## config.mk

```make
export PLATFORM = sky130hd
export DESIGN_NAME = grey_nkb_tracker_flat
export DESIGN_NICKNAME = d
export VERILOG_FILES = /design/src/rtl/grey_nkb_tracker_if.sv /design/src/rtl/grey_nkb_tracker.sv /design/src/flat_wrapper.sv
export SDC_FILE = /design/constraint.sdc
export NUM_CORES = 1
export LEC_CHECK = 0
export ABC_AREA = 1
export CAP_MARGIN = 20
export CORE_ASPECT_RATIO = 0.6
export CORE_UTILIZATION = 45
export DETAILED_ROUTE_END_ITERATION = 7
export DONT_BUFFER_PORTS = 1
export GPL_TIMING_DRIVEN = 0
export HOLD_SLACK_MARGIN = 0.02
export PLACE_DENSITY = 0.59
export SLEW_MARGIN = 20
export SYNTH_ARGS = -nofsm -noshare
export SYNTH_HDL_FRONTEND = slang
export SYNTH_SLANG_ARGS = --single-unit
```

## constraint.sdc

```tcl
create_clock -name clk -period 2.36 [get_ports clk]
set_input_delay 0.236 -clock clk [delete_from_list [all_inputs] [get_ports clk]]
set_output_delay 0.236 -clock clk [all_outputs]
set_load 0.02 [all_outputs]
```

## src/rtl/grey_nkb_tracker_if.sv

```systemverilog
// Bundle of the tracker's control inputs and its decode/classification results.
// Pure wiring: no latency is added by the interface itself.
// No backpressure: grey_in is free-running and the results are plain level/pulse outputs.
interface grey_nkb_tracker_if #(
  parameter int W     = 4,
  parameter int POS_W = 16
);
  logic             en;
  logic             clr;
  logic [W-1:0]     grey_in;
  logic [W-1:0]     bin_out;
  logic             valid;
  logic             step_up;
  logic             step_dn;
  logic             err;
  logic [POS_W-1:0] pos;
  logic [7:0]       err_cnt;

  // Driver side: supplies the Gray word and accumulator controls.
  modport master (
    output en, clr, grey_in,
    input  bin_out, valid, step_up, step_dn, err, pos, err_cnt
  );

  // Tracker side.
  modport slave (
    input  en, clr, grey_in,
    output bin_out, valid, step_up, step_dn, err, pos, err_cnt
  );
endinterface

```

## src/rtl/grey_nkb_tracker.sv

```systemverilog
// Synchronizes an async Gray word, decodes it to binary, classifies each change as +1/-1/jump and accumulates.
// Latency: grey_in -> bin_out/pulses SYNC_STAGES+1 edges; pos/err_cnt one edge after the pulse.
// No backpressure: every sample is decoded; en only gates the accumulators.
module grey_nkb_tracker #(
  parameter int W           = 4,
  parameter int SYNC_STAGES = 2,   // legal range 2..4
  parameter int POS_W       = 16
) (
  input  logic              clk,
  input  logic              rst_n,
  grey_nkb_tracker_if.slave trk
);

  localparam logic [W-1:0] DIFF_UP = W'(1);
  localparam logic [W-1:0] DIFF_DN = '1;

  // Synchronizer chain for the Gray word; index SYNC_STAGES-1 is the last stage.
  logic [SYNC_STAGES-1:0][W-1:0] sync_q, sync_d;
  // Parallel chain of 1s tracking which stages hold a post-reset sample, so the
  // first classified sample is a real grey_in value, not the flops' reset zeros.
  logic [SYNC_STAGES-1:0]        fill_q, fill_d;

  logic [W-1:0]     g_s;
  logic [W-1:0]     b_dec;
  logic [W-1:0]     diff;

  // bin_q doubles as the previous-sample register: both load the decode every cycle.
  logic [W-1:0]     bin_q, bin_d;
  logic             valid_q, valid_d;
  logic             step_up_q, step_up_d;
  logic             step_dn_q, step_dn_d;
  logic             err_q, err_d;
  logic [POS_W-1:0] pos_q, pos_d;
  logic [7:0]       err_cnt_q, err_cnt_d;

  assign g_s = sync_q[SYNC_STAGES-1];

  // Shift the Gray word and the fill marker one stage per clock.
  always_comb begin
    sync_d = {sync_q[SYNC_STAGES-2:0], trk.grey_in};
    fill_d = {fill_q[SYNC_STAGES-2:0], 1'b1};
  end

  // Gray to binary: each binary bit is the XOR of all Gray bits at or above it.
  always_comb begin
    b_dec = '0;
    for (int i = 0; i < W; i++) begin
      b_dec[i] = ^(g_s >> i);
    end
  end

  // Classify the change against the previous sample; pulses only once valid is established.
  always_comb begin
    diff      = b_dec - bin_q;
    bin_d     = b_dec;
    valid_d   = valid_q | fill_q[SYNC_STAGES-1];
    step_up_d = 1'b0;
    step_dn_d = 1'b0;
    err_d     = 1'b0;
    if (valid_q) begin
      if (diff == DIFF_UP) begin
        step_up_d = 1'b1;
      end else if (diff == DIFF_DN) begin
        step_dn_d = 1'b1;
      end else if (diff != '0) begin
        err_d = 1'b1;
      end
    end
  end

  // Accumulate last cycle's pulse; clr wins over a coincident event.
  always_comb begin
    pos_d     = pos_q;
    err_cnt_d = err_cnt_q;
    if (trk.clr) begin
      pos_d     = '0;
      err_cnt_d = '0;
    end else if (trk.en) begin
      if (step_up_q) begin
        pos_d = pos_q + POS_W'(1);
      end else if (step_dn_q) begin
        pos_d = pos_q - POS_W'(1);
      end
      if (err_q && (err_cnt_q != 8'hFF)) begin
        err_cnt_d = err_cnt_q + 8'd1;
      end
    end
  end

  // State registers, all cleared asynchronously.
  always_ff @(posedge clk or negedge rst_n) begin
    if (!rst_n) begin
      sync_q    <= '0;
      fill_q    <= '0;
      bin_q     <= '0;
      valid_q   <= 1'b0;
      step_up_q <= 1'b0;
      step_dn_q <= 1'b0;
      err_q     <= 1'b0;
      pos_q     <= '0;
      err_cnt_q <= '0;
    end else begin
      sync_q    <= sync_d;
      fill_q    <= fill_d;
      bin_q     <= bin_d;
      valid_q   <= valid_d;
      step_up_q <= step_up_d;
      step_dn_q <= step_dn_d;
      err_q     <= err_d;
      pos_q     <= pos_d;
      err_cnt_q <= err_cnt_d;
    end
  end

  assign trk.bin_out = bin_q;
  assign trk.valid   = valid_q;
  assign trk.step_up = step_up_q;
  assign trk.step_dn = step_dn_q;
  assign trk.err     = err_q;
  assign trk.pos     = pos_q;
  assign trk.err_cnt = err_cnt_q;

endmodule

```

## src/flat_wrapper.sv

```systemverilog
// flat-port wrapper written by rule: the top's interface ports become plain ports
module grey_nkb_tracker_flat 
#(
  parameter int W           = 4,
  parameter int SYNC_STAGES = 2,                      
  parameter int POS_W       = 16
)
  (clk, rst_n, trk_en, trk_clr, trk_grey_in, trk_bin_out, trk_valid, trk_step_up, trk_step_dn, trk_err, trk_pos, trk_err_cnt);
  grey_nkb_tracker_if #(.W(W), .POS_W(POS_W)) trk_i ();
  input  logic clk;
  input  logic rst_n;
  input wire logic [$bits(trk_i.en)-1:0] trk_en;
  input wire logic [$bits(trk_i.clr)-1:0] trk_clr;
  input wire logic [$bits(trk_i.grey_in)-1:0] trk_grey_in;
  output wire logic [$bits(trk_i.bin_out)-1:0] trk_bin_out;
  output wire logic [$bits(trk_i.valid)-1:0] trk_valid;
  output wire logic [$bits(trk_i.step_up)-1:0] trk_step_up;
  output wire logic [$bits(trk_i.step_dn)-1:0] trk_step_dn;
  output wire logic [$bits(trk_i.err)-1:0] trk_err;
  output wire logic [$bits(trk_i.pos)-1:0] trk_pos;
  output wire logic [$bits(trk_i.err_cnt)-1:0] trk_err_cnt;
  assign trk_i.en = trk_en;
  assign trk_i.clr = trk_clr;
  assign trk_i.grey_in = trk_grey_in;
  assign trk_bin_out = trk_i.bin_out;
  assign trk_valid = trk_i.valid;
  assign trk_step_up = trk_i.step_up;
  assign trk_step_dn = trk_i.step_dn;
  assign trk_err = trk_i.err;
  assign trk_pos = trk_i.pos;
  assign trk_err_cnt = trk_i.err_cnt;
  grey_nkb_tracker #(.W(W), .SYNC_STAGES(SYNC_STAGES), .POS_W(POS_W)) u_core (.clk(clk), .rst_n(rst_n), .trk(trk_i));
endmodule
```

Yosys cells after proc, flatten, opt, wreduce, memory -nomap -nowiden

Index checks and enable logic that the tools add are counted.

Flip-flop bits (word level): 42
Output and inout bits: 32
Logic and storage cells: 45

Add/subtract/negate cells: 4
Equality and inequality tests: 3
Mux-type cells: 16
Bitwise operators: 1
Reductions and logical operators: 11

Operator list:

| cell                    | count |
|---|---|
| $mux W16                | 4 |
| $mux W8                 | 3 |
| $add A16 B1 Y16 const B | 1 |
| $reduce_xor A4 Y1       | 4 |
| $sub A16 B1 Y16 const B | 1 |
| $mux W1                 | 9 |
| $add A8 B1 Y8 const B   | 1 |
| $ne A8 B8 Y1 const B    | 1 |
| $eq A4 B1 Y1 const B    | 1 |
| $eq A4 B4 Y1 const B    | 1 |
| $reduce_and A2 Y1       | 2 |
| $reduce_bool A2 Y1      | 2 |
| $reduce_bool A4 Y1      | 1 |
| $sub A4 B4 Y4           | 1 |
| $reduce_bool A3 Y1      | 1 |
| $logic_and A1 B1 Y1     | 1 |
| $or A1 B1 Y1            | 1 |

Longest topological paths before layout

Gate-level depths: netlist of run 1.

Word-level depth: 7
Depth in mapped cells: 13
Mapped depth without buffers: 13

Worst setup path after synthesis of run 1

No wires, ideal clock.

Kind: reg2reg
Start: register u_core.sync_q, in the netlist u_core.g_s[3]
End: register u_core.err_q (netlist: u_core.trk.err)
Data arrival time: 2.135 ns
Required time: 2.243 ns
Setup slack: 0.109 ns
Stages on the path, launching flop included: 14
Path buffers: 0
Period minus slack after synthesis: 2.251 ns
Path through: dfrtp_1 xor2_1 xor2_1 xor2_1 inv_1 ha_1 inv_1 fa_1 xnor2_1 inv_1 nor2_1 nand2_1 nand2_1 nor2_1

Longest elaborated chain between the ends: 7
Elaborated cells on any way between the ends: 12
Those cells by class: add/sub (1); eq/ne (2); mux (4); reduce/logical (5)

Ends and longest elaborated chain:

| item                   | line                    | source |
|---|---|---|
| start, declared        | grey_nkb_tracker.sv:18  | `logic [SYNC_STAGES-1:0][W-1:0] sync_q, sync_d;` |
| start signal, assigned | grey_nkb_tracker.sv:103 | `sync_q <= sync_d;` |
| $reduce_xor A4 Y1 (*)  | grey_nkb_tracker.sv:48  | `b_dec[i] = ^(g_s >> i);` |
| via u_core.b_dec[1]    | grey_nkb_tracker.sv:24  | `logic [W-1:0] b_dec;` |
| $sub A4 B4 Y4 (*)      | grey_nkb_tracker.sv:54  | `diff = b_dec - bin_q;` |
| $reduce_bool A4 Y1     | grey_nkb_tracker.sv:65  | `end else if (diff != '0) begin` |
| $mux W1                | grey_nkb_tracker.sv:65  |  |
| $mux W1                | grey_nkb_tracker.sv:63  | `end else if (diff == DIFF_DN) begin` |
| $mux W1 (*)            | grey_nkb_tracker.sv:61  | `if (diff == DIFF_UP) begin` |
| $mux W1 (*)            | grey_nkb_tracker.sv:60  | `if (valid_q) begin` |
| via u_core.err_d       | grey_nkb_tracker.sv:32  | `logic err_q, err_d;` |
| end signal, assigned   | grey_nkb_tracker.sv:109 | `err_q <= err_d;` |
| end, declared          | grey_nkb_tracker.sv:32  |  |

Mark *: on every way through the listed nets, which the timed path passes. The rest lies on a longest branch.
A chain may end at the register's enable or synchronous reset.

Worst setup path in the final report of run 1

Ends and elaborated chain as after synthesis.

==> results of run 1 <==
-- metrics by stage --
step	setup WS [ns]	cells	total power, mW	util [%]
5_1_grt	-0.0907	463	3.92	53.2
6_report	0.113	463	3.51	53.2
3_5_place_dp	-0.108	443	2.85	48.5
4_1_cts	0.0157	460	3.49	52.5
3_3_place_gp	-0.0961	443	2.83	48.5
2_1_floorplan	0.109	363	2.50	-
-- how the worst min path moves through the flow --
| stage | start | endpoint | slack (ns) | cells after the start |
|---|---|---|---|---|
| 6_report | trk_clr | u_core.trk.pos[8] | 0.16 | 3 |
| 5_1_grt | trk_clr | u_core.trk.pos[8] | 0.18 | 3 |
| 2_1_floorplan | rst_n | u_core.fill_q[0] | -0.06 | 0 |
| 3_5_place_dp | rst_n | u_core.trk.pos[5] | -0.06 | 0 |
| 4_1_cts | trk_clr | u_core.trk.pos[8] | 0.15 | 3 |
| 3_3_place_gp | rst_n | u_core.trk.pos[5] | -0.06 | 0 |
-- Yosys cell counts (all sizes together) --
library cell and count:
nand2 124, inv 60, dfrtp 42, nor2 29, nand3 26, ha 18
a21oi 17, o21ai 17, nand4 5, xor2 5, nor3 4, buf 3
xnor2 3, fa 2, nand3b 2, or2 2, a31oi 1, and2 1
conb 1, nor3b 1
-- worst max-delay path: stages (launching register included) --
cell	delay, ns
dfrtp_2	0.45
xor2_2	0.23
xor2_2	0.27
xor2_2	0.11
inv_1	0.06
ha_1	0.13
inv_1	0.06
fa_2	0.33
xnor2_1	0.16
inv_1	0.08
nor2_1	0.09
nand2_1	0.07
nand2_1	0.06
nor2_1	0.05
-- cells by family (layout without fill, tap and decap cells) --
group	count (synthesis)	after routing	synth area share, %
buffers and inverters	63	83	9.23
DFF	42	42	40.4
adders and majority gates	20	20	10.2
and+or+nand+nor	194	194	30.6
xor gates and xnor gates	8	8	2.69
AOI/OAI and AO/OA	35	35	6.78
other	1	1	0.144
-- metal layers --
layer	track usage, %	up-vias	wire [um]
met1	29.2	987	2950
met4	5.59	0	48
li1	-	1173	-
met2	28.7	44	2220
met5	0	-	0
met3	7.49	6	403
-- power by group --
| part | internal [mW] | switching [mW] | total [mW] | leakage, nW |
|---|---|---|---|---|
| clock network | 0.316 | 0.267 | 0.583 | 0.0514 |
| registers | 0.821 | 0.230 | 1.05 | 0.538 |
| logic | 0.672 | 1.21 | 1.88 | 1.01 |
-- state kept, by name (all words and copies together) (netlist names) --
signal              count
u_core.trk.pos         16
u_core.trk.err_cnt      8
u_core.g_s              4
u_core.sync_d           4
u_core.trk.bin_out      4
u_core.fill_q           2
u_core.trk.err          1
u_core.trk.step_dn      1
u_core.trk.step_up      1
u_core.trk.valid        1
-- area by class of cell --
| cell class | count | area share (%) |
|---|---|---|
| Buffer | 3 | 0.507 |
| Clock buffer | 6 | 2.45 |
| Clock inverter | 2 | 1.27 |
| Inverter | 60 | 7.72 |
| Multi-Input combinational cell | 258 | 45.3 |
| Sequential cell | 42 | 35.5 |
| Tap cell | 80 | 3.38 |
| Timing Repair Buffer | 12 | 3.88 |
-- what timing repair did --
| item | in CTS | in global routing |
|---|---|---|
| endpoints found under the setup margin | 4 | 12 |
| setup buffers | 3 | 3 |
| hold buffers | 6 | 0 |
| pin swaps | 0 | 5 |
| hold endpoints to repair | 46 | 0 |
| gates resized for setup | 3 | 5 |
==> impl.org, run 1 <==
** Outcome
- The run finished with clean final reports.

** Synth
- Avg Inst Size Synth :: 7.17 um^2
- Yosys mapped the design onto 20 distinct sky130hd cell types.
- Seq/Total Area, Yosys :: 40.4%
- In this run, synthesis produced a sequential element count of 42.
- The cell count after synthesis came out at 363.
- Yosys warning total :: 0
- Counting every net in the synthesized netlist gives 391.
- The synthesized design spends more area on one cell type than any other, namely dfrtp_1.
- Ranked by total cell area, the synthesized netlist is headed by dfrtp_1, nand2_1, ha_1.
- The synthesized design devotes to its leading area cell type 40.4% of total area.
- Syn Std Cell Area :: 0.00260 mm^2

** Clock tree
- Clock insertion delay at the later pin of the skew report :: 0.30 ns
- TritonCTS built the clock tree.
- In this run the number of H-tree levels came out at 2.
- The tree is rooted in a clkbuf_8.
- Number of buffers on the longest clock path :: 2
- Clock sink count :: 42
- Total clock buffers created by CTS :: 5
- Register clock-pin slew on the reported worst setup and hold paths :: 0.09 ns

** Timing
- Across the routed clock network, the largest skew measured is 0.00781 ns.
- The final count of pins violating max slew is 0.
- Tmin final :: 2.25 ns
- Derived from the worst setup path, the maximum achievable clock frequency is 445 MHz.
- On the final layout, the worst hold slack is 0.158 ns.
- Setup violations remaining at the end of the flow were counted as 0.
- Final period utilization :: 95.2%
- Number of hold-slack violations in the final timing report :: 0
- In the final timing run, aggregate negative setup slack is 0 ns.

** Setup path
- Start-to-end type of the worst setup path :: flop to flop
- In this run the worst setup path terminates at u_core.trk.err.
- Critical Path Start Type :: flop
- The worst register-to-register path ends at u_core.trk.err.
- Worst endpoint data arrival time :: 2.45 ns
- The startpoint identified for the worst register-to-register timing path is u_core.g_s[3].
- Depth of the worst register-to-register path :: 13
- CP endpoint kind :: flop
- Required time at the endpoint of the critical path :: 2.56 ns
- Max FO, Critical Path :: 4
- Across all register-to-register paths, the minimum setup slack is 0.11 ns.
- Tracing the worst setup path back leads to its startpoint at u_core.g_s[3].

** GRT
- First-pass GRT wire length :: 9330 um
- The initial antenna violation count came to 0.
- Global routing used 20.3% of the available tracks across all layers.
- The number of global-route vias before repair is 1968.
- Maximum number of pins on one net before global-route repair :: 43
- Grt ovf :: 0

** Cells and area
- The area growth from synthesis to layout is 13.8%.
- Sequential cell area in the final layout :: 0.00105 mm^2
- For this run, the post-layout net count is 410.
- Total non-filler cell area in the finished layout :: 0.00296 mm^2
- Fill cell instance count of the final layout :: 551
- Area of combinational cells with multiple inputs :: 0.00134 mm^2
- Most common cell after layout, fill and taps aside :: nand2_1
- Top library cells by usage in the layout, fill and taps aside :: nand2_1, inv_1, dfrtp_1
- Number of antenna cells inserted :: 0
- The post-route netlist has 7.05% of its cells at a drive strength greater than 1.

** Routing
- The first routing iteration left 98 violations.
- After detailed routing, the average wire length per cell comes to 12.1 um.
- Iteration count of the initial detailed-routing pass :: 4
- The count of nets left with antenna violations once routing finished came out at 0.
- Post-route DRC violation count :: 0
- DRT Wirelength :: 5610 um
- After detailed routing, the number of vias per cell comes to 4.77.
- The routed layout has 2210 vias.

** Power
- VDD IR max :: 494 uV
- Power spread over the standard cell area amounts to 1180 mW/mm^2.
- In this run the static leakage power is 1.60 nW.

** Floorplanning
- For this design the top-level I/O count stands at 40.
- Number of placement rows :: 21
- Initial core utilization :: 46.7%
- Die W :: 100 um
- In this run the vertical extent of the chip is 60.9 um.
- Area enclosed by the die boundary :: 0.00610 mm^2
- Area inside the core boundary :: 0.00557 mm^2

** Placed design
- PortBufs :: 0
- HPWL after DPL :: 4100 um
- Instance area after placement :: 0.00270 mm^2
- The congestion estimate from routability-driven global placement came to 0.835.

** Hold path
- The min-delay analysis places its worst path in the category primary input to flop.

** Flow run
- The tool flagged a number of max-cap violations equal to 0.
Power figures use the tool's default switching activity.
==> run 2, diff against run 1 <==
- ABC_AREA: 1 -> unset
- CORE_UTILIZATION: 45 -> 50
- GPL_TIMING_DRIVEN: 0 -> unset
- PLACE_DENSITY: 0.59 -> 0.65
==> run 2 against run 1 <==
  * The flow now finishes with violations (negative setup slack)
  * Flip-flop and latch count unchanged
  * Clock power increased by 0.9%
  * Critical path type unchanged
  * Utilization increased by 17 points
  * Highest routed layer unchanged
  * Non-clock buffer count increased by 30
  * Synthesized cell count decreased by 36%
  * Die area decreased by 19%
  * Combinational power increased by 20%
==> impl.org, run 2 <==
** Synth
- Of all cell types, the one taking the most synthesized area is dfrtp_1.
- Adder-cell area share of the yosys netlist :: 11.4%
- The netlist uses 35 different library cells.
- Combinational family with the most area after synthesis :: compound AO/OA/AOI/OAI gates
- The mapped netlist covers 0.00232 mm^2.
- Share of the synthesized area in compound gates (AO/OA/AOI/OAI) :: 17.6%
- Mapped Nets :: 262
- The top cell type by area accounts for 45.3% of the synthesized area.
- Of all flip-flops after synthesis, the portion carrying an async set or reset was 100%.
- In the synthesized netlist the dominant register cell turns out to be dfrtp_1.
- Cell count after synthesis :: 234
- Simple-Gate Fraction of Synth Area :: 13.3%
- The portion of synthesized area spent on multiplexers is 1.35%.
- Avg Inst Size Synth :: 9.92 um^2
- Dominant cell by count in the synthesized netlist :: dfrtp_1
- Sorting the synthesized cells by area gives the leading types as dfrtp_1, ha_1, nand2_1.
- Counting flops with a built-in enable in the synthesized netlist gives 0.
- Flip-flop and latch count after synthesis :: 42
- Counting instances in the post-synthesis netlist gives the leading cell types as dfrtp_1, nand2_1, a21oi_1.
- For this run, the number of Yosys warnings is 0.
- For this run, the register share of the synthesized area comes to 45.3%.
- Share of the synthesized netlist area taken by xor and xnor gates :: 8.67%

** Timing
- Adding up every negative setup slack in the final design gives -0.191 ns.
- Across all setup checks in the final design, the least slack found is -0.165 ns.
- Max Slew Vio Count :: 0
- F_max :: 396 MHz
- Tmin final :: 2.52 ns
- Worst-case headroom to the max-slew limit :: 31.8%
- Final period utilization :: 107%
- Setup-failing EPs final :: 2
- On the final layout, the worst hold slack is 0.172 ns.
- Setup repair after global routing could not meet its margin everywhere.
- Fin Clk Skew :: 0.00734 ns
- Worst-Margin Slew :: 1.02 ns
- The hold violation count in the final report is 0.

** Setup path
- Counting both buffers and inverters, the worst setup path holds a total of 1.
- Depth of the worst register-to-register path :: 9
- Required time at the endpoint of the critical path :: 2.55 ns
- Setup slack on the worst reg-to-reg path comes out at -0.16 ns.
- The critical path is of the flop to flop type.
- In this run the critical register-to-register path is launched from u_core.trk.step_up.
- CP delay by family, top :: compound AO/OA/AOI/OAI gates
- Max FO, Critical Path :: 7
- Critical register-to-register path endpoint :: u_core.trk.pos[15]
- In this design, the stage delay of the slowest critical-path cell is 0.43 ns.
- The slowest stage of the critical path is the dfrtp_2 cell.
- Worst endpoint data arrival time :: 2.71 ns
- Critical Path Start Type :: flop
- The signal on the critical path passes through clkinv_4 > ha_4 > a211o_1 > a211oi_2 > o31ai_4 > a221oi_2 > o21a_1 > mux2i_1 > mux2_1.
- STA classifies the critical path endpoint as a flop.

** Routing
- Wires add up to 5200 um.
- Via-to-Cell Ratio :: 5.43
- The routed layout has 1853 vias.
- Post-route DRC violation count :: 0
- Average detailed-routed wire length per instance :: 15.2 um
- In this run the remaining antenna-violating nets after routing total 0.
- For this run, the detailed router's first-pass iteration total came to 4.
- For this block, the initial DRC count from the detailed router was 67.

** Hold path
- The startpoint identified for the worst hold timing path is trk_clr.
- In this run the worst hold path is classified as primary input to flop.
- The worst hold path was traced through 2 stages.
- The worst hold path terminates at u_core.trk.pos[15].

** GRT
- Entering global routing, the biggest net connects 43 pins.
- First-pass GRT wire length :: 8110 um
- Vias in the first global route :: 1621
- Summed over all layers, the global routing overflow is 0.
- Number of antenna violations at the first check in global routing :: 0
- Total Routing Usage GR :: 22.1%

** Floorplanning
- Vertical die dimension :: 54.8 um
- 40 I/O pins were placed.
- Die W :: 90.0 um
- The core region is 0.00428 mm^2.
- Row generation in the floorplan step produced 18 rows.
- The initial utilization of the core area, before any placement, comes to 54.3%.
- Area enclosed by the die boundary :: 0.00493 mm^2

** Cells and area
- Fill cells in the final layout number 328.
- The number of antenna diodes in the final layout is 0.
- The library cells used most frequently in the layout, excluding fill and tap cells, are dfrtp_1, buf_4, nand2_1.
- From synthesis to final layout, the design area changed by 29.3%.
- Of the cells placed in the final design, the portion with a size suffix greater than 1 is 26.7%.
- For this run, the post-layout net count is 308.
- Number of flip-flops in the largest register :: 16
- Most common cell after layout, fill and taps aside :: dfrtp_1
- Total non-filler cell area in the finished layout :: 0.00300 mm^2

** Clock tree
- TritonCTS clock tree :: built
- Register clock-pin slew on the reported worst setup and hold paths :: 0.09 ns
- The clock reaches the later pin of the worst-skew pair after 0.30 ns.
- Total clock buffers created by CTS :: 5
- The longest clock path from root to sink contains 2 buffers.
- Max H-tree Level :: 2
- Clock root buffer master :: clkbuf_8
- Clock sink count :: 42

** Outcome
- Result of the run :: finished, violations left
- Violated checks :: negative setup slack

** Placed design
- PortBufs :: 0
- Global placement routability congestion :: 0.867
- The HPWL after detailed placement is 3460 um.
- Once placement finished, the instance area stood at 0.00261 mm^2.

** Power
- In this run the static leakage power is 1.39 nW.
- The design draws 3.81 mW.
- Power spread over the standard cell area amounts to 1270 mW/mm^2.
- Across the VDD grid, the largest voltage drop is 676 uV.

** Flow run
- Max-cap violations :: 0
==> run 2: cell count changes after synthesis, moves of 4 or more <==
cell      delta
a21o_1       +7
nand2_1     -89
a21oi_1      +8
nor2b_1      +4
nand3_1     -22
nor3_1       -4
inv_1       -52
xor2_1       +6
nor2_1      -16
or3_1        +4
o21ai_0     -10
xnor2_1      +9
clkbuf_1     +6
==> run 2: through the flow <==
stage / setup WS [ns] / util (%) / std cells
floorplan: -0.129 / - / 234
global placement: -0.0883 / 61.0 / 317
detailed placement: -0.185 / 61.0 / 317
CTS: -0.161 / 66.8 / 335
global route: -0.268 / 70.2 / 341
finish: -0.165 / 70.2 / 341
==> run 2: layer usage <==
layer	share of wire, %	track usage, %	up-vias	routed length (um)
met2	42	32.8	64	2160
met1	51	32.1	873	2640
met4	0.65	4.84	0	34
li1	-	-	911	-
met5	0	0	-	0
met3	6.9	6.39	5	358
==> run 2: area by class of cell <==
| class | count | area (um^2) | area share (%) |
|---|---|---|---|
| clock buffer | 5 | 68.8 | 2.29 |
| clock inverter | 3 | 45.0 | 1.50 |
| inverter | 8 | 35.0 | 1.17 |
| multi-input combinational | 178 | 1350 | 45.1 |
| sequential | 42 | 1050 | 35.0 |
| tap | 60 | 75.1 | 2.50 |
| timing repair buffer | 45 | 373 | 12.4 |
==> run 2: repair_timing <==
action	in CTS	in global routing
cloned	0	0
setup endpoints to repair	3	8
hold buffers	7	0
pin swaps	3	15
buffers inserted	3	7
hold endpoints to repair	69	0
resized for setup	4	20
==> run 2: kinds of logic after synthesis <==
logic type | Yosys count
multiplexers | 3
other | 1
adder cells (fa/ha/maj) | 20
XOR/XNOR | 23
AO/OA/AOI/OAI | 62
buffers and inverters | 14
flip-flops | 42
AND/OR/NAND/NOR | 69
==> run 2: worst max path at each step <==
stage	start	end	slack (ns)	cells after the start
final	u_core.trk.step_up	u_core.trk.pos[15]	-0.16	9
after global routing	u_core.trk.step_up	u_core.trk.pos[15]	-0.27	9
after CTS	u_core.trk.step_up	u_core.trk.pos[15]	-0.16	9
after detailed placement	u_core.trk.step_up	u_core.trk.pos[15]	-0.18	9
after global placement	u_core.trk.step_up	u_core.trk.pos[15]	-0.09	9
after floorplan	u_core.trk.step_up	u_core.trk.pos[15]	-0.13	9
==> run 2: power breakdown <==
| part | internal (mW) | switching (mW) |
|---|---|---|
| Clock | 0.315 | 0.273 |
| Combinational | 1.14 | 1.12 |
| Sequential | 0.821 | 0.143 |
| Total | 2.27 | 1.54 |
==> run 2: worst register-to-register path, cell delays in order (launching register included) <==
cell and delay, ns:
dfrtp_2 0.43, clkinv_4 0.12, ha_4 0.21, a211o_1 0.28
a211oi_2 0.28, o31ai_4 0.09, a221oi_2 0.29, o21a_1 0.17
mux2i_1 0.21, mux2_1 0.34
==> run 3, diff against run 2 <==
- ABC_AREA: unset -> 0
- CORE_MARGIN: unset -> 2
==> run 3 against run 2 <==
  * The run still ends with negative setup slack left
  * Wire length grew 4.7%
  * Total power down 1.2%
  * Cell area fell by 1.3%
  * Utilization is 4.6 points lower
  * Clock power fell by 3%
  * Global-route usage decreased by 0.19 points
  * Setup slack gained 0.054 ns
  * Clock-buffer cell count is the same
  * Sequential share of layout area grew 0.47 points
  * Flip-flop and latch count unchanged
  * Maximum frequency grew 2.2%
  * Highest routed layer unchanged
==> impl.org, run 3 (synthesized netlist as in run 2, its figures left out) <==
** Outcome
- Result of the run :: finished, violations left
- The checks that failed: negative setup slack.

** Timing
- Derived from the worst setup path, the maximum achievable clock frequency is 405 MHz.
- Worst-Margin Slew :: 1.01 ns
- Setup violations remaining at the end of the flow were counted as 4.
- The final count of pins violating max slew is 0.
- Least setup slack across all paths after layout :: -0.111 ns
- Unrepaired setup endpoints after global routing :: yes
- Setup total negative slack on the finished layout was measured at -0.284 ns.
- Worst hold slack :: 0.176 ns
- Counting I/O delays and the setup requirement, the final critical path takes 2.47 ns.
- Number of hold-slack violations in the final timing report :: 0
- Fin Clk Skew :: 0.00744 ns
- Final period utilization :: 105%
- In this run the tightest slew margin relative to its limit is 32.6%.

** Placed design
- Timing analysis after detailed placement gives a worst setup slack of -0.133 ns.
- Global placement routability congestion :: 0.930
- HPWL after DPL :: 3620 um
- PortBufs :: 0

** Clock tree
- The number of clock buffers added by TritonCTS is 5.
- Number of buffers on the longest clock path :: 2
- Clock insertion delay at the later pin of the skew report :: 0.29 ns
- Register clock-pin slew on the reported worst setup and hold paths :: 0.09 ns
- TritonCTS clock tree :: built
- Clock root buffer master :: clkbuf_8
- Max H-tree Level :: 2
- Clock sink count :: 42

** Setup path
- The worst register-to-register path has a setup slack of -0.11 ns.
- The critical path goes through xor2_1 > xnor2_1 > buf_4 > buf_4 > inv_1 > ha_1 > a21o_1 > a21oi_2 > xnor2_1 > or3_4 > o211a_1.
- Depth of the worst register-to-register path :: 11
- Critical register-to-register path endpoint :: u_core.trk.err
- Critical Path Start Type :: flop
- CP peak stage delay :: 0.39 ns
- STA puts the critical path data required time at 2.54 ns.
- The worst setup path is of the flop to flop kind.
- In this run the worst path has a maximum fanout of 2.
- The worst register-to-register path begins at u_core.g_s[2].
- Slowest stage cell, crit path :: dfrtp_1
- Data arrives at the worst endpoint at 2.65 ns.
- The worst setup path is captured at a flop.

** Cells and area
- Nets :: 308
- The area growth from synthesis to layout is 27.6%.
- The post-route netlist has 24.9% of its cells at a drive strength greater than 1.
- Area of combinational cells with multiple inputs :: 0.00131 mm^2
- Once layout is complete, the utilization of the core stands at 65.6%.
- Number of antenna cells inserted :: 0
- Top library cells by usage in the layout, fill and taps aside :: dfrtp_1, nand2_1, buf_4
- Most common cell after layout, fill and taps aside :: dfrtp_1
- Sequential cell area in the final layout :: 0.00105 mm^2
- The register with the most flip-flops in the layout has 16 of them.
- Fill cell instance count of the final layout :: 352

** Routing
- DRT Wirelength :: 5440 um
- Dividing the detail-routed wire length by the instance count gives 15.8 um.
- Iteration count of the initial detailed-routing pass :: 4
- In the routed layout, each cell is associated on average with a via count of 5.30.
- The detailed router placed 1824 vias in this run.
- For this block, the initial DRC count from the detailed router was 53.
- For this run, design rule violations remaining after detail routing come to 0.
- Antenna violation net count after detailed routing :: 0

** Floorplanning
- The floorplan step set the die height to 56.8 um.
- 40 I/O pins were placed.
- The die covers 0.00522 mm^2.
- Measured along the x axis, the die boundary spans 92.0 um.
- Area inside the core boundary :: 0.00452 mm^2
- For this configuration, the core starts out at a cell density of 51.4%.
- Number of placement rows :: 19

** GRT
- Vias in the first global route :: 1794
- Maximum number of pins on one net before global-route repair :: 43
- For this run, the total global-route usage over all layers was measured as 21.9%.
- After global routing the overflow that remains totals 0.
- Number of antenna violations at the first check in global routing :: 0
- First-pass GRT wire length :: 8910 um

** Power
- Leakage power summed over all cells :: 1.39 nW
- VDD IR max :: 558 uV
- Ratio of total power to cell area :: 1270 mW/mm^2

** Hold path
- Hold Path Sink :: u_core.trk.pos[15]
- In this run the worst hold path is classified as primary input to flop.
- Hold path startpoint :: trk_clr
- Along the worst hold path, the cell count comes to 2.

** Flow run
- Max-cap violations :: 0
-- run 3: cell count changes in the layout (fill, tap and decap cells not counted), sizes merged --
cell,before,now
clkinv,1,2
clkinvlp,2,0
inv,7,8
-- run 3: final cells by class --
class | instances | share of cell area (%)
clock buffer | 5 | 2.32
clock inverter | 3 | 1.35
inverter | 8 | 1.18
multi-input combinational | 178 | 44.3
sequential | 42 | 35.5
tap | 63 | 2.66
timing repair buffer | 45 | 12.7
-- run 3: repair_timing --
action / CTS / global route
hold buffers: 7 / 0
setup buffers: 4 / 3
setup endpoints to repair: 4 / 8
pin swaps: 6 / 9
hold endpoints to repair: 69 / 0
gates resized for setup: 6 / 13
gates cloned: 0 / 0
-- run 3: worst max path at each step --
stage,startpoint,to,cells past startpoint
after CTS,u_core.trk.step_up,u_core.trk.pos[15],9
after floorplan,u_core.trk.step_up,u_core.trk.pos[15],9
after detailed placement,u_core.trk.step_up,u_core.trk.pos[15],9
after global placement,u_core.trk.step_up,u_core.trk.pos[15],9
final,u_core.g_s[2],u_core.trk.err,11
after global routing,u_core.g_s[2],u_core.trk.err,9
-- run 3: metal layers --
metal  global-route usage [%]  part of all wire [%]
met3                     7.11                   6.0
met2                     32.5                    43
met4                     3.84                  0.94
met5                        0                     0
met1                     31.9                    50
-- run 3: report_power, final --
| group | internal [mW] | switching (mW) |
|---|---|---|
| Sequential | 0.821 | 0.159 |
| Clock | 0.312 | 0.257 |
| Combinational | 1.13 | 1.09 |
-- run 3: through the flow --
| step | total power [mW] | cell area [um^2] | cells |
|---|---|---|---|
| 6_report | 3.77 | 2960 | 344 |
| 5_1_grt | 4.03 | 2960 | 344 |
| 4_1_cts | 3.57 | 2870 | 341 |
| 3_5_place_dp | 2.88 | 2630 | 322 |
| 3_3_place_gp | 2.85 | 2630 | 322 |
| 2_1_floorplan | 2.38 | 2340 | 234 |
-- run 3: critical path: cells and delay by family (launching register included) --
family | cells | cell delay, ns
buffers and inverters | 3 | 0.28
AND/OR/NAND/NOR | 1 | 0.39
XOR/XNOR | 3 | 0.54
AO/OA/AOI/OAI | 3 | 0.50
adder cells (fa/ha/maj) | 1 | 0.27
flip-flops | 1 | 0.39
